--- config.mk ---
export PLATFORM = sky130hd
export DESIGN_NAME = updown_counter_param
export DESIGN_NICKNAME = d
export VERILOG_FILES = /design/src/rtl/updown_counter_param.sv
export SDC_FILE = /design/constraint.sdc
export NUM_CORES = 1
export LEC_CHECK = 0
export CORE_MARGIN = 2
export CORE_UTILIZATION = 48
export CTS_CLUSTER_SIZE = 25
export DETAILED_ROUTE_END_ITERATION = 8
export PLACE_DENSITY = 0.9
export SETUP_SLACK_MARGIN = 0.05
export SLEW_MARGIN = 20
export SYNTH_ARGS = -nofsm -noshare
export SYNTH_HDL_FRONTEND = slang
export SYNTH_SLANG_ARGS = --single-unit
--- constraint.sdc ---
create_clock -name clk -period 2.7 [get_ports clk]
set_input_delay 0.405 -clock clk [delete_from_list [all_inputs] [get_ports clk]]
set_output_delay 0.405 -clock clk [all_outputs]
set_load 0.05 [all_outputs]
--- src/rtl/updown_counter_param.sv ---
// Parametrised up/down event/timebase counter: prescaler, sync load, wrap/saturate, sticky flags.
// All outputs registered and updated on the step edge; load beats step, no backpressure.
module updown_counter_param #(
  parameter int unsigned WIDTH    = 8,
  parameter int unsigned MAX      = 255,
  parameter int unsigned STEP     = 1,
  parameter int unsigned PRESCALE = 1
) (
  input  logic             clk,
  input  logic             rst,
  input  logic             enable,
  input  logic             direction,
  input  logic             load,
  input  logic [WIDTH-1:0] load_value,
  input  logic             sat_mode,
  input  logic             clear_flags,
  output logic [WIDTH-1:0] counter_out,
  output logic             tick,
  output logic             tc,
  output logic             overflow,
  output logic             underflow
);

  localparam int unsigned    PW       = (PRESCALE > 1) ? $clog2(PRESCALE) : 1;
  localparam logic [PW-1:0]  PRE_LAST = PW'(PRESCALE - 1);
  localparam logic [WIDTH:0] MAX_X    = (WIDTH+1)'(MAX);
  localparam logic [WIDTH:0] STEP_X   = (WIDTH+1)'(STEP);
  localparam logic [WIDTH:0] MOD_X    = MAX_X + 1'b1;
  localparam logic [WIDTH-1:0] MAX_W  = WIDTH'(MAX);
  localparam logic [WIDTH-1:0] STEP_W = WIDTH'(STEP);

  logic [WIDTH-1:0] cnt_q, cnt_d;
  logic [PW-1:0]    pre_q, pre_d;
  logic             tick_q, tick_d;
  logic             tc_q, tc_d;
  logic             ovf_q, ovf_d;
  logic             unf_q, unf_d;

  logic             step;
  logic [WIDTH:0]   cnt_x;
  logic [WIDTH:0]   up_sum;
  logic [WIDTH:0]   load_x;
  logic             up_bnd;
  logic             dn_bnd;
  logic             bnd;
  logic [WIDTH-1:0] up_next;
  logic [WIDTH-1:0] dn_next;
  logic [WIDTH-1:0] load_clamped;

  // Arithmetic is done one bit wider so MAX = 2^WIDTH-1 cannot alias on the up compare.
  assign cnt_x  = {1'b0, cnt_q};
  assign up_sum = cnt_x + STEP_X;
  assign up_bnd = up_sum > MAX_X;
  assign dn_bnd = cnt_x < STEP_X;
  assign load_x = {1'b0, load_value};
  assign bnd    = direction ? up_bnd : dn_bnd;
  assign step   = enable && !load && (pre_q == PRE_LAST);

  assign load_clamped = (load_x > MAX_X) ? MAX_W : load_value;

  always_comb begin
    up_next = up_sum[WIDTH-1:0];
    if (up_bnd) begin
      up_next = sat_mode ? MAX_W : WIDTH'(up_sum - MOD_X);
    end
  end

  always_comb begin
    dn_next = cnt_q - STEP_W;
    if (dn_bnd) begin
      dn_next = sat_mode ? '0 : WIDTH'(cnt_x + MOD_X - STEP_X);
    end
  end

  always_comb begin
    cnt_d  = cnt_q;
    pre_d  = pre_q;
    tick_d = 1'b0;
    tc_d   = 1'b0;
    if (load) begin
      cnt_d = load_clamped;
      pre_d = '0;
    end else if (enable) begin
      if (step) begin
        pre_d  = '0;
        cnt_d  = direction ? up_next : dn_next;
        tick_d = 1'b1;
        tc_d   = bnd;
      end else begin
        pre_d = pre_q + 1'b1;
      end
    end
  end

  // A boundary event on the same edge as clear_flags leaves its flag set.
  always_comb begin
    ovf_d = ovf_q && !clear_flags;
    unf_d = unf_q && !clear_flags;
    if (step && direction && up_bnd) begin
      ovf_d = 1'b1;
    end
    if (step && !direction && dn_bnd) begin
      unf_d = 1'b1;
    end
  end

  always_ff @(posedge clk or posedge rst) begin
    if (rst) begin
      cnt_q  <= '0;
      pre_q  <= '0;
      tick_q <= 1'b0;
      tc_q   <= 1'b0;
      ovf_q  <= 1'b0;
      unf_q  <= 1'b0;
    end else begin
      cnt_q  <= cnt_d;
      pre_q  <= pre_d;
      tick_q <= tick_d;
      tc_q   <= tc_d;
      ovf_q  <= ovf_d;
      unf_q  <= unf_d;
    end
  end

  assign counter_out = cnt_q;
  assign tick        = tick_q;
  assign tc          = tc_q;
  assign overflow    = ovf_q;
  assign underflow   = unf_q;

endmodule
==> impl_metrics.csv <==
group,metric,value,unit
run_status,outcome,"finished clean",
pwr,power_per_cell_area,487,nW/um^2
synth,syn_inst,131,
critical_path,r2r-start,"counter_out[0]",
clocking,cts_buffers,3,
synth,ys.flop_type,"dfrtp_1",
critical_path,cp-end-kind,"register",
layout,drive_gt1_share,6.62,%
sta,finalSetupViolCount,0,
grt,grtUsageTotal,24.7,%
clocking,max-clock-path-buffers,2,
routing,routed-via-count,1150,
sta,layout_setup_ws,0.403,ns
synth,yosysMostFrequentCell,"dfrtp_1",
clocking,cts_sinks,13,
critical_path,cp_data_required_time,2.89,ns
grt,grt_max_degree,18,
sta,hold_viol,0,
layout,antenna_cells,0,
pwr,power.total,0.645,mW
clocking,htree_levels,1,
routing,drtAntennaViolNets,0,
critical_path,worst_setup_path_start_kind,"register",
routing,wirelength,3000,um
critical_path,reg2reg_depth,6,
clocking,path_clk_slew,0.09,ns
critical_path,reg2reg_to,"counter_out[0]",
synth,synth-edff-count,0,
sta,setup_tns,0,ns
layout,nFillCells,185,
synth,syn_area,1060,sq um
routing,first_pass_iters,4,
floorplanning,ioPinCount,27,
placed_design,place.gp.congestion,0.929,
critical_path,crit_start,"counter_out[0]",
placed_design,placed_area,1300,sq um
grt,grt_antenna_before_repair,0,
sta,finalCritPeriodShare,85.1,%
synth,yosys-top-cells-area,"dfrtp_1, a21oi_1, inv_1, o21ai_0, ha_1",
synth,synth-seq-cells,13,
clocking,clk_latency,0.30,ns
clocking,cts_setup_buffers,0,
critical_path,cp_max_fo,11,
routing,first_iter_violations,45,
synth,ys_types,43,
routing,route.detailed.drc,0,
pwr,ir_worst_vdd,0.000349,V
grt,grt_pass1_wl,4770,um
clocking,cts_tree,"built",
sta,slew_viol_final,0,
critical_path,endpoint,"counter_out[0]",
floorplanning,core_area,2020,sq um
placed_design,io_buffers,26,
synth,synth_top_area_share,30.8,%
sta,rsz0062_at_grt,"false",
floorplanning,fp-row-count,16,
floorplanning,dieArea,2590,sq um
routing,vias_per_cell,6.46,
placed_design,hpwlAfterDp,2080,um
sta,relSlewSlack,62.2,%
routing,wl_per_cell,16.9,um
sta,skew,0.00228,ns
run,cap_violations,0,
grt,overflow,0,
critical_path,critPathKind,"register to register",
synth,ys_warn_count,0,
worst_hold_path,hp-class,"primary input to async pin",
sta,worst_slew_pin_slew,0.560,ns
layout,final_area,1320,sq um
grt,first_global_vias,1043,
critical_path,r2r_slack,0.40,ns
sta,min_period,2.30,ns
floorplanning,die_w,50.9,um
synth,ys_seq_area_share,30.8,%
placed_design,pre_cts_slack,0.445,ns
layout,fin_nets,170,
synth,syn-num-nets,149,
clocking,cts_root_buf,"clkbuf_4",
clocking,hold_buffers,0,
synth,synth_area_per_cell,8.07,sq um
synth,post-synth-top-area-cell,"dfrtp_1",
critical_path,arrival,2.48,ns
sta,timing.fmax,435,MHz
floorplanning,die_h,50.9,um
synth,async_flop_share,100,%
floorplanning,initial_core_util,52.3,%
pwr,p_leak,0.532,nW
synth,netlist_top_cells_count,"dfrtp_1, a21oi_1, inv_1",
layout,areaGrowthSynthToFinish,25.2,%
clocking,post_cts_resized,0,
[cell usage in the layout, fill, tap and decap left out, types with 3 or more instances in the layout]
master           instances
a21oi_1                 12
a31oi_1                  5
clkbuf_4                 3
clkdlybuf4s50_1         26
dfrtp_1                 13
ha_1                     3
inv_1                   11
nand2_1                 10
nand3_1                  3
nand4_1                  3
nor2_1                   8
o211ai_1                 4
o21ai_0                  8
xnor2_1                  4
[how the worst min path moves through the flow]
stage                endpoint  slack, ns  cells after the start
2_1_floorplan  counter_out[0]       0.28                      1
3_3_place_gp         overflow       0.52                      2
3_5_place_dp         overflow       0.53                      2
4_1_cts        counter_out[6]       0.45                      2
5_1_grt        counter_out[6]       0.53                      2
6_report       counter_out[2]       0.44                      2
[sequential cells by signal, indices dropped and copies added (netlist names)]
register	cells
pre_q	1
counter_out	8
tick	1
overflow	1
underflow	1
tc	1
[routing by layer]
layer  GRT usage, %  up-vias  part of all wire, %  routed length (um)
met2           39.4       82                   47                1420
met4           14.4        0                  2.2                  65
met3           2.63        7                  9.5                 285
met5              0        -                    0                   0
li1               -      519                    -                   -
met1           32.3      542                   41                1230
[critical path, cell delays in order, from the launching register on]
cell	delay [ns]
dfrtp_1	0.51
inv_1	0.16
ha_1	0.24
or4b_4	0.51
nor4b_4	0.35
a211oi_1	0.14
a311o_1	0.28
[stage by stage]
step                utilization (%)  hold WS (ns)  instances
finish                         65.5         0.438        178
global route                   65.5         0.526        178
floorplan                         -         0.282        131
detailed placement             64.1         0.534        174
CTS                            65.5         0.452        178
global placement               64.1         0.517        174
[kinds of logic (layout without fill, tap and decap cells)]
family / count (synthesis) / in the layout / share of synthesized area, %
simple gates: 46 / 46 / 26.4
compound gates: 41 / 41 / 24.3
buf+inv: 22 / 42 / 9.82
flops: 13 / 13 / 30.8
xor+xnor: 4 / 4 / 3.31
fa+ha+maj: 3 / 3 / 3.55
mux: 2 / 2 / 1.89
[cell type report]
| class | count | area [sq um] | share of cell area [%] |
|---|---|---|---|
| clock buffer | 3 | 22.5 | 1.70 |
| tap | 27 | 33.8 | 2.55 |
| sequential | 13 | 325 | 24.6 |
| multi-input combinational | 96 | 628 | 47.4 |
| inverter | 11 | 41.3 | 3.12 |
| timing repair buffer | 27 | 268 | 20.2 |
| clock inverter | 1 | 5.00 | 0.378 |
[where the power goes]
part	internal, mW	switching, mW
clock	0.0553	0.0772
combinational	0.103	0.148
sequential	0.210	0.0509
(Power assumes the default switching activity.)
